File: src/rtl/ddr3_axi_memtest_if.sv
// AXI4 write/read channel bundle between the memory tester and the DDR3 slave port.
// A beat transfers on a rising edge where valid and ready are both high; a source holds valid and payload until then.
interface ddr3_axi_memtest_if;
    logic [3:0]  awid;
    logic [31:0] awaddr;
    logic [7:0]  awlen;
    logic [1:0]  awburst;
    logic        awvalid;
    logic        awready;
    logic [31:0] wdata;
    logic [3:0]  wstrb;
    logic        wlast;
    logic        wvalid;
    logic        wready;
    logic [3:0]  bid;
    logic [1:0]  bresp;
    logic        bvalid;
    logic        bready;
    logic [3:0]  arid;
    logic [31:0] araddr;
    logic [7:0]  arlen;
    logic [1:0]  arburst;
    logic        arvalid;
    logic        arready;
    logic [3:0]  rid;
    logic [31:0] rdata;
    logic [1:0]  rresp;
    logic        rlast;
    logic        rvalid;
    logic        rready;

    modport master (
        output awid, awaddr, awlen, awburst, awvalid, input awready,
        output wdata, wstrb, wlast, wvalid, input wready,
        input bid, bresp, bvalid, output bready,
        output arid, araddr, arlen, arburst, arvalid, input arready,
        input rid, rdata, rresp, rlast, rvalid, output rready
    );

    modport slave (
        input awid, awaddr, awlen, awburst, awvalid, output awready,
        input wdata, wstrb, wlast, wvalid, output wready,
        output bid, bresp, bvalid, input bready,
        input arid, araddr, arlen, arburst, arvalid, output arready,
        output rid, rdata, rresp, rlast, rvalid, input rready
    );
endinterface

File: src/rtl/ddr3_axi_memtest.sv
// DDR3 bring-up tester: writes an address-derived pattern with INCR bursts, reads it back
// and reports pass/fail, a saturating error count and the first failing byte address.
module ddr3_axi_memtest #(
    parameter logic [31:0] BASE_ADDR  = 32'h0000_0000,
    parameter int          NUM_BURSTS = 16,
    parameter int          BURST_LEN  = 8,
    parameter logic [3:0]  AXI_ID     = 4'h0,
    parameter logic [31:0] PATTERN    = 32'hA5A5_5A5A
) (
    input  logic        clk,
    input  logic        rst,
    input  logic        start,
    output logic        busy,
    output logic        done,
    output logic        pass,
    output logic [15:0] err_count,
    output logic [31:0] first_err_addr,
    output logic [2:0]  dbg_state,
    ddr3_axi_memtest_if.master axi4
);
    typedef enum logic [2:0] {IDLE, WADDR, WDATA, WRESP, RADDR, RDATA, DONE} state_t;

    localparam logic [7:0]  LAST_BEAT  = 8'(BURST_LEN - 1);
    localparam logic [15:0] LAST_BURST = 16'(NUM_BURSTS - 1);
    localparam logic [31:0] STRIDE     = 32'(BURST_LEN * 4);

    state_t      state, state_next;
    logic [15:0] burst_cnt;
    logic [7:0]  beat_cnt;
    logic [31:0] burst_addr, beat_addr, exp_data, err_addr;
    logic        last_beat, last_burst, accept_start;
    logic [1:0]  err_inc;
    logic [16:0] err_sum;
    logic        w_fire, r_fire, b_fire;
    logic        unused_ids;

    assign beat_addr  = burst_addr + {22'd0, beat_cnt, 2'b00};
    assign exp_data   = {beat_addr[31:2], 2'b00} ^ PATTERN;
    assign last_beat  = (beat_cnt == LAST_BEAT);
    assign last_burst = (burst_cnt == LAST_BURST);
    assign err_sum    = {1'b0, err_count} + {15'd0, err_inc};
    assign w_fire     = (state == WDATA) && axi4.wready;
    assign r_fire     = (state == RDATA) && axi4.rvalid;
    assign b_fire     = (state == WRESP) && axi4.bvalid;
    assign unused_ids = ^{axi4.bid, axi4.rid};

    assign axi4.awid    = AXI_ID;
    assign axi4.arid    = AXI_ID;
    assign axi4.awaddr  = burst_addr;
    assign axi4.araddr  = burst_addr;
    assign axi4.awlen   = LAST_BEAT;
    assign axi4.arlen   = LAST_BEAT;
    assign axi4.awburst = 2'b01;
    assign axi4.arburst = 2'b01;
    assign axi4.wstrb   = 4'hF;
    assign axi4.wdata   = axi4.wvalid ? exp_data : 32'd0;

    assign busy      = (state != IDLE) && (state != DONE);
    assign done      = (state == DONE);
    assign pass      = done && (err_count == 16'd0);
    assign dbg_state = state;

    always_ff @(posedge clk or posedge rst) begin
        if (rst) state <= IDLE;
        else     state <= state_next;
    end

    always_comb begin
        state_next   = state;
        accept_start = 1'b0;
        axi4.awvalid = 1'b0;
        axi4.wvalid  = 1'b0;
        axi4.wlast   = 1'b0;
        axi4.bready  = 1'b0;
        axi4.arvalid = 1'b0;
        axi4.rready  = 1'b0;
        err_inc      = 2'd0;
        err_addr     = beat_addr;
        case (state)
            IDLE, DONE: begin
                if (start) begin
                    accept_start = 1'b1;
                    state_next   = WADDR;
                end
            end
            WADDR: begin
                axi4.awvalid = 1'b1;
                if (axi4.awready) state_next = WDATA;
            end
            WDATA: begin
                axi4.wvalid = 1'b1;
                axi4.wlast  = last_beat;
                if (axi4.wready && last_beat) state_next = WRESP;
            end
            WRESP: begin
                axi4.bready = 1'b1;
                if (axi4.bvalid) begin
                    if (axi4.bresp != 2'b00) begin
                        err_inc  = 2'd1;
                        err_addr = burst_addr;
                    end
                    state_next = last_burst ? RADDR : WADDR;
                end
            end
            RADDR: begin
                axi4.arvalid = 1'b1;
                if (axi4.arready) state_next = RDATA;
            end
            RDATA: begin
                axi4.rready = 1'b1;
                if (axi4.rvalid) begin
                    // Data/response fault and an rlast disagreement are separate errors on one beat.
                    err_inc = {1'b0, (axi4.rdata != exp_data) || (axi4.rresp != 2'b00)}
                            + {1'b0, axi4.rlast != last_beat};
                    if (last_beat) state_next = last_burst ? DONE : RADDR;
                end
            end
            default: state_next = IDLE;
        endcase
    end

    always_ff @(posedge clk or posedge rst) begin
        if (rst) begin
            err_count      <= 16'd0;
            first_err_addr <= 32'd0;
            burst_cnt      <= 16'd0;
            beat_cnt       <= 8'd0;
            burst_addr     <= 32'd0;
        end else if (accept_start) begin
            err_count      <= 16'd0;
            first_err_addr <= 32'd0;
            burst_cnt      <= 16'd0;
            beat_cnt       <= 8'd0;
            burst_addr     <= BASE_ADDR;
        end else begin
            if (err_inc != 2'd0) begin
                err_count <= err_sum[16] ? 16'hFFFF : err_sum[15:0];
                if (err_count == 16'd0) first_err_addr <= err_addr;
            end
            if (w_fire || r_fire) beat_cnt <= last_beat ? 8'd0 : beat_cnt + 8'd1;
            // Burst address wraps back to the base between the write and read phases.
            if (b_fire || (r_fire && last_beat)) begin
                if (last_burst) begin
                    burst_cnt  <= 16'd0;
                    burst_addr <= BASE_ADDR;
                end else begin
                    burst_cnt  <= burst_cnt + 16'd1;
                    burst_addr <= burst_addr + STRIDE;
                end
            end
        end
    end
endmodule

File: src/flat_wrapper.sv
// flat-port wrapper written by rule: the top's interface ports become plain ports
module ddr3_axi_memtest_flat 
#(
    parameter logic [31:0] BASE_ADDR  = 32'h0000_0000,
    parameter int          NUM_BURSTS = 16,
    parameter int          BURST_LEN  = 8,
    parameter logic [3:0]  AXI_ID     = 4'h0,
    parameter logic [31:0] PATTERN    = 32'hA5A5_5A5A
)
  (clk, rst, start, busy, done, pass, err_count, first_err_addr, dbg_state, axi4_awid, axi4_awaddr, axi4_awlen, axi4_awburst, axi4_awvalid, axi4_awready, axi4_wdata, axi4_wstrb, axi4_wlast, axi4_wvalid, axi4_wready, axi4_bid, axi4_bresp, axi4_bvalid, axi4_bready, axi4_arid, axi4_araddr, axi4_arlen, axi4_arburst, axi4_arvalid, axi4_arready, axi4_rid, axi4_rdata, axi4_rresp, axi4_rlast, axi4_rvalid, axi4_rready);
  ddr3_axi_memtest_if axi4_i ();
  input  logic clk;
  input  logic rst;
  input  logic start;
  output logic busy;
  output logic done;
  output logic pass;
  output logic [15:0] err_count;
  output logic [31:0] first_err_addr;
  output logic [2:0] dbg_state;
  output wire logic [$bits(axi4_i.awid)-1:0] axi4_awid;
  output wire logic [$bits(axi4_i.awaddr)-1:0] axi4_awaddr;
  output wire logic [$bits(axi4_i.awlen)-1:0] axi4_awlen;
  output wire logic [$bits(axi4_i.awburst)-1:0] axi4_awburst;
  output wire logic [$bits(axi4_i.awvalid)-1:0] axi4_awvalid;
  input wire logic [$bits(axi4_i.awready)-1:0] axi4_awready;
  output wire logic [$bits(axi4_i.wdata)-1:0] axi4_wdata;
  output wire logic [$bits(axi4_i.wstrb)-1:0] axi4_wstrb;
  output wire logic [$bits(axi4_i.wlast)-1:0] axi4_wlast;
  output wire logic [$bits(axi4_i.wvalid)-1:0] axi4_wvalid;
  input wire logic [$bits(axi4_i.wready)-1:0] axi4_wready;
  input wire logic [$bits(axi4_i.bid)-1:0] axi4_bid;
  input wire logic [$bits(axi4_i.bresp)-1:0] axi4_bresp;
  input wire logic [$bits(axi4_i.bvalid)-1:0] axi4_bvalid;
  output wire logic [$bits(axi4_i.bready)-1:0] axi4_bready;
  output wire logic [$bits(axi4_i.arid)-1:0] axi4_arid;
  output wire logic [$bits(axi4_i.araddr)-1:0] axi4_araddr;
  output wire logic [$bits(axi4_i.arlen)-1:0] axi4_arlen;
  output wire logic [$bits(axi4_i.arburst)-1:0] axi4_arburst;
  output wire logic [$bits(axi4_i.arvalid)-1:0] axi4_arvalid;
  input wire logic [$bits(axi4_i.arready)-1:0] axi4_arready;
  input wire logic [$bits(axi4_i.rid)-1:0] axi4_rid;
  input wire logic [$bits(axi4_i.rdata)-1:0] axi4_rdata;
  input wire logic [$bits(axi4_i.rresp)-1:0] axi4_rresp;
  input wire logic [$bits(axi4_i.rlast)-1:0] axi4_rlast;
  input wire logic [$bits(axi4_i.rvalid)-1:0] axi4_rvalid;
  output wire logic [$bits(axi4_i.rready)-1:0] axi4_rready;
  assign axi4_awid = axi4_i.awid;
  assign axi4_awaddr = axi4_i.awaddr;
  assign axi4_awlen = axi4_i.awlen;
  assign axi4_awburst = axi4_i.awburst;
  assign axi4_awvalid = axi4_i.awvalid;
  assign axi4_i.awready = axi4_awready;
  assign axi4_wdata = axi4_i.wdata;
  assign axi4_wstrb = axi4_i.wstrb;
  assign axi4_wlast = axi4_i.wlast;
  assign axi4_wvalid = axi4_i.wvalid;
  assign axi4_i.wready = axi4_wready;
  assign axi4_i.bid = axi4_bid;
  assign axi4_i.bresp = axi4_bresp;
  assign axi4_i.bvalid = axi4_bvalid;
  assign axi4_bready = axi4_i.bready;
  assign axi4_arid = axi4_i.arid;
  assign axi4_araddr = axi4_i.araddr;
  assign axi4_arlen = axi4_i.arlen;
  assign axi4_arburst = axi4_i.arburst;
  assign axi4_arvalid = axi4_i.arvalid;
  assign axi4_i.arready = axi4_arready;
  assign axi4_i.rid = axi4_rid;
  assign axi4_i.rdata = axi4_rdata;
  assign axi4_i.rresp = axi4_rresp;
  assign axi4_i.rlast = axi4_rlast;
  assign axi4_i.rvalid = axi4_rvalid;
  assign axi4_rready = axi4_i.rready;
  ddr3_axi_memtest #(.BASE_ADDR(BASE_ADDR), .NUM_BURSTS(NUM_BURSTS), .BURST_LEN(BURST_LEN), .AXI_ID(AXI_ID), .PATTERN(PATTERN)) u_core (.clk(clk), .rst(rst), .start(start), .busy(busy), .done(done), .pass(pass), .err_count(err_count), .first_err_addr(first_err_addr), .dbg_state(dbg_state), .axi4(axi4_i));
endmodule
File: config.mk
export PLATFORM = sky130hd
export DESIGN_NAME = ddr3_axi_memtest_flat
export DESIGN_NICKNAME = d
export VERILOG_FILES = /design/src/rtl/ddr3_axi_memtest_if.sv /design/src/rtl/ddr3_axi_memtest.sv /design/src/flat_wrapper.sv
export SDC_FILE = /design/constraint.sdc
export NUM_CORES = 1
export LEC_CHECK = 0
export ABC_AREA = 1
export CELL_PAD_IN_SITES_DETAIL_PLACEMENT = 2
export CELL_PAD_IN_SITES_GLOBAL_PLACEMENT = 2
export CORE_MARGIN = 4
export CORE_UTILIZATION = 26
export CTS_BUF_LIST = sky130_fd_sc_hd__clkbuf_8
export DETAILED_ROUTE_END_ITERATION = 12
export GPL_TIMING_DRIVEN = 0
export MAX_ROUTING_LAYER = met4
export PLACE_DENSITY_LB_ADDON = 0.08
export RECOVER_POWER = 100
export SETUP_SLACK_MARGIN = 0.1
export SLEW_MARGIN = 0
export SYNTH_ARGS = -nofsm -noshare
export SYNTH_HDL_FRONTEND = slang
export SYNTH_SLANG_ARGS = --single-unit
File: constraint.sdc
create_clock -name clk -period 6 [get_ports clk]
set_clock_uncertainty 0.15 [all_clocks]
set_input_delay 1.5 -clock clk [delete_from_list [all_inputs] [get_ports clk]]
set_output_delay 1.5 -clock clk [all_outputs]
set_load 0.02 [all_outputs]
# After elaboration in Yosys (flattened, before gate mapping)

Cells that the tools add are included.
Widths: inputs -> output; s select.

Bitwise logic cells: 1
Equal/unequal tests: 18
Reduce and logical (&&, ||, !) cells: 23
$add $sub $neg: 6
Muxes and demuxes: 41

Operators with widths:

| operator              | count |
|---|---|
| $mux 32               | 10 |
| $mux 16               | 6 |
| $add 32x10->32        | 1 |
| $add 32x6->32 const B | 1 |
| $ne 32x32->1          | 1 |
| $mux 3                | 8 |
| $mux 8                | 3 |
| $pmux 3 s6            | 1 |
| $add 16x2->17         | 1 |
| $add 16x1->16 const B | 1 |
| $eq 16x4->1 const B   | 1 |
| $logic_not 16->1      | 1 |
| $not 16->16           | 1 |
| $reduce_bool 2->1     | 7 |
| $ne 2x2->1 const B    | 6 |
| $eq 3x3->1 const B    | 3 |
| $mux 1                | 9 |
| $add 8x1->8 const B   | 1 |
| $eq 8x3->1 const B    | 1 |
| $logic_and 1x1->1     | 7 |
| $reduce_and 7->1      | 1 |
| $eq 3x2->1 const B    | 2 |
| $mux 2                | 3 |
| $pmux 2 s2            | 1 |
| other kinds (10)      | 12 |

Word-level logic and storage cells: 95
Output and inout bits: 188
Register bits after elaboration: 107

# Depth between registers and ports, before layout

Depth in word-level cells: 11
Depth in mapped cells: 33

# Worst setup path before layout

No wires, ideal clock.

Path type: in2reg
Start point: input axi4_rdata[0]
End point: register u_core.err_count[14]
Data arrival time: 4,426 ps
Cell stages on the path: 27
Required time: 5,767 ps
Setup time: 83 ps
Setup slack: 1,342 ps
Cells stage by stage: inv_1 -> nand2_1 -> nor3_1 -> nand3_1 -> nor2_1 -> nand2_1 -> nor2_1 -> nand3_1 -> nor2_1 -> nand2_1 -> nor2_1 -> nand3_1 -> ha_1 -> nand2_1 -> nand2_2 -> ha_1 -> inv_1 -> fa_1 -> nor2_1 -> nand2_1 -> nor3_1 -> nand2_1 -> nor2_1 -> nand3_1 -> clkinv_1 -> o21ai_0 -> o21ai_0

Cells in the longest elaborated chain, start to end: 9
Elaborated cells between the ends (all ways): 11
Those cells by class: add/sub: 2; eq/ne: 1; mux: 5; reduce/logical: 3

Ends and longest elaborated chain:

| what                   | line                    | RTL |
|---|---|---|
| start: declaration     | flat_wrapper.sv:43      | `input wire logic [$bits(axi4_i.rdata)-1:0] axi4_rdata;` |
| $ne 32x32->1 *         | ddr3_axi_memtest.sv:113 | `err_inc = {1'b0, (axi4.rdata != exp_data) \|\| (axi4.rresp != 2'b00)}` |
| $logic_or 1x1->1 *     | ddr3_axi_memtest.sv:113 |  |
| $add 1x1->2 *          | ddr3_axi_memtest.sv:114 | `+ {1'b0, axi4.rlast != last_beat};` |
| $mux 2 *               | ddr3_axi_memtest.sv:111 | `if (axi4.rvalid) begin` |
| $pmux 2 s2 *           | ddr3_axi_memtest.sv:79  | `case (state)` |
| $add 16x2->17          | ddr3_axi_memtest.sv:41  | `assign err_sum = {1'b0, err_count} + {15'd0, err_inc};` |
| $mux 16                | ddr3_axi_memtest.sv:137 | `err_count <= err_sum[16] ? 16'hFFFF : err_sum[15:0];` |
| $mux 16                | ddr3_axi_memtest.sv:136 | `if (err_inc != 2'd0) begin` |
| $mux 16                | ddr3_axi_memtest.sv:129 | `end else if (accept_start) begin` |
| end signal: assignment | ddr3_axi_memtest.sv:137 |  |
| end: declaration       | ddr3_axi_memtest.sv:16  | `output logic [15:0] err_count,` |

Mark *: on every way between the ends. The rest lies on a longest branch, timed or not. The select of a mux whose other input is x is not followed.
A chain may end at the register's enable or synchronous reset.

# Worst setup path after layout

Start point: input axi4_rdata[1]
End point: register u_core.err_count[0]

Same word-level chain as after synthesis.

==> reports/metrics.yaml <==
outcome: "finished, violations left"
failed_checks: "max-capacitance violations, max-slew violations"
layout-area-overhead-vs-synth_pct: 34.4
endpoint_kind: "flop"
finalWorstPathRequiredPeriod_ns: 5.54
dp_hpwl_um: 29500
final.fill_count: 3614
design.core.area_um2: 29800
placement_setup_slack_ns: -0.428
synth-warning-count: 0
std_cell_rows: 63
num_antenna_cells: 0
power.total_mw: 4.13
hold_violations: 0
layout.core_utilization_pct: 35.7
cp-start-kind: "input port"
place.port_buffers: 189
post_route_clock_period_utilization_pct: 92.3
drcViolationCount: 0
cts_buffers: 9
timing.final.setup_violations: 0
detailedRoute.firstIterationViolations: 429
antenna_found_initial: 0
initial_core_utilization_pct: 26.5
detail-route-antenna-nets: 0
crit_path_frequent_cell: "nand2_1"
setup_ws_ns: 0.464
netlist_area_um2: 7910
vias_in_the_first_global_route: 9483
root_buffer: "clkbuf_8"
grt_max_degree: 59
critical_path_peak_fanout: 10
fraction_of_final_layout_cells_sized_beyond_drive_strength_1_pct: 8.83
dieHeight_um: 182
rsz0062_at_grt: "no"
insertion_delay_ns: 0.39
clockBufferDepth: 2
route.vias.total: 8785
top_reg_cell_synth: "dfrtp_1"
synth_top_area_cell: "dfrtp_1"
timing.critical_path.required_ns: 6.15
sequential_fraction_of_the_synthesis_area_pct: 32.0
wire_per_inst_um: 19.4
max-vdd-ir-drop_mv: 0.179
drt-vias-per-instance: 4.78
finalMaxSlewViolations: 104
nNetsFinal: 1510
r2r_slack_ns: 0.56
synth_top_area_share_pct: 32.0
synth_edf_count: 0
count_of_h_tree_levels_built_during_cts: 3
first_pass_grt_wire_length_um: 55600
timing.hold.worst.class: "flop to flop"
powerDensity_nw_per_um2: 389
drt_pass1_iterations: 5
die_area_um2: 33300
synth_area_per_cell_um2: 6.58
place_congestion: 0.864
pin_count: 241
totalNegativeSetupSlack_ns: 0
max_stage_delay_ns: 0.45
overflow: 0
routed_wl_um: 35600
grtUsageTotal_pct: 21.9
tritoncts_clock_tree: "done"
post_synth_num_cell_types: 51
worst_pin_slew_ns: 2.24
synth_cells: 1202
critPathSlowestCell: "clkdlybuf4s50_1"
clk_pin_slew_worst_paths_ns: 0.10
cts.sink_count: 101
critical_path_arrival_ns: 5.69
critical_path_class: "input port to flop"
postSynth.asyncResetShare_pct: 100
max_cap_viol_count: 2
worst_slew_margin_rel_pct: -50.4
p_leak_nw: 5.72
max_clock_freq_mhz: 181
yosys_register_bits: 101
synth.top_cells.by_area: "dfrtp_1, nand2_1, nand3_1, inv_1, buf_4"
die_x_um: 182
==> through the flow <==
stage | instances | hold slack, ns | area, um^2
finish | 1839 | 0.364 | 10600
floorplan | 1243 | 0.336 | 8060
detailed placement | 1823 | 0.350 | 10500
global placement | 1822 | 0.343 | 10400
global route | 1839 | 0.399 | 10600
CTS | 1838 | 0.376 | 10700
==> power by group <==
| part | internal [mW] | switching, mW | leakage [nW] |
|---|---|---|---|
| registers | 0.902 | 0.287 | 1.36 |
| clock network | 0.243 | 0.267 | 0.110 |
| logic | 0.893 | 1.54 | 4.24 |
==> layer usage <==
metal  vias to the layer above  share of wire, %  global-route usage, %
met5                         -                 0                      -
met4                         0              0.58                   2.58
met3                        12               3.2                   2.19
met2                       163                49                   37.2
met1                      4365                48                   29.4
li1                       4245                 -                      -
==> cell families (layout without fill, tap and decap cells) <==
kind of cell / count (synthesis) / after routing / share of synthesized area (%)
adder cells (fa/ha/maj): 12 / 12 / 1.99
buffers and inverters: 259 / 465 / 16.5
other: 2 / 43 / 0.0950
XOR/XNOR: 15 / 15 / 2.03
flip-flops: 101 / 101 / 32.0
multiplexers: 2 / 2 / 0.269
AND/OR/NAND/NOR: 642 / 642 / 35.4
AO/OA/AOI/OAI: 169 / 169 / 11.8
==> flip-flops by register name (all words and copies together) (netlist names) <==
signal and count:
u_core.err_count 16, u_core.beat_cnt 8, u_core.first_err_addr 31, u_core.burst_cnt 16
u_core.dbg_state 3, u_core.axi4.araddr 27
==> worst paths after layout <==
kind                                                       start                                    end  cells past startpoint
max                                                axi4_rdata[1]        u_core.err_count[0]$_DFFE_PP0P_                     27
min                        u_core.first_err_addr[24]$_DFFE_PP0P_  u_core.first_err_addr[24]$_DFFE_PP0P_                      2
max reg2reg                    u_core.axi4.araddr[9]$_DFFE_PP0P_        u_core.err_count[0]$_DFFE_PP0P_                     29
min reg2reg                u_core.first_err_addr[24]$_DFFE_PP0P_  u_core.first_err_addr[24]$_DFFE_PP0P_                      2
max in group asynchronous                                    rst        u_core.dbg_state[1]$_DFFE_PP0P_                      3
min in group asynchronous                                    rst  u_core.first_err_addr[21]$_DFFE_PP0P_                      2
==> critical path, delay by kind of cell <==
| kind | cells | cell delay, ns |
|---|---|---|
| AOI/OAI and AO/OA | 2 | 0.20 |
| and+or+nand+nor | 19 | 2.38 |
| adders and majority gates | 3 | 0.91 |
| buffers and inverters | 3 | 0.68 |
==> cells in the mapped netlist (all sizes together) (2+ instances only) <==
cell type	n
clkbuf	8
o31ai	4
a22oi	3
nor2	137
a21oi	67
buf	90
nand3	123
a21boi	2
ha	11
nand4	18
nand3b	9
xor2	11
a2bb2oi	2
inv	160
conb	2
o22ai	7
xnor2	2
dfrtp	101
nor3	19
o21ai	72
o211ai	2
nand2	325
o21a	6
nor4	9
==> layout by cell type (no fill, tap or decap), types with 3 or more instances in the layout <==
cell type        instances
clkbuf_1                16
a21oi_1                 66
o21a_1                   6
inv_2                    4
o31ai_1                  4
o21ai_0                 69
ha_1                    11
nand3b_1                 9
nor2_4                   4
dfrtp_1                101
nand2_2                  7
conb_1                  43
a22oi_1                  3
inv_1                  155
buf_2                    6
buf_4                   74
nor2_1                 128
dlygate4sd3_1          146
clkbuf_8                10
nand3_1                121
clkdlybuf4s50_1         43
nor3_1                  18
o22ai_1                  7
nor2_2                   5
nor4_1                   9
nand2_1                317
buf_6                    3
xor2_1                  11
nand4_1                 18
==> timing repair <==
action                     in CTS  in global routing
pin swaps                       0                  2
hold buffers                    0                  0
setup buffers                   0                  1
resized for setup               2                 10
setup endpoints to repair      10                 15
==> final cells by class <==
class                           count  area (um^2)  share of cell area, %
Clock buffer                       10          138                   1.29
Timing Repair Buffer              191         1900                   17.9
Clock inverter                      5         76.3                  0.718
Inverter                          161          609                   5.73
Tap cell                          390          488                   4.59
Sequential cell                   101         2530                   23.8
Buffer                             98          672                   6.32
Multi-Input combinational cell    883         4210                   39.6
No activity file was read; power rests on OpenSTA's default activity.
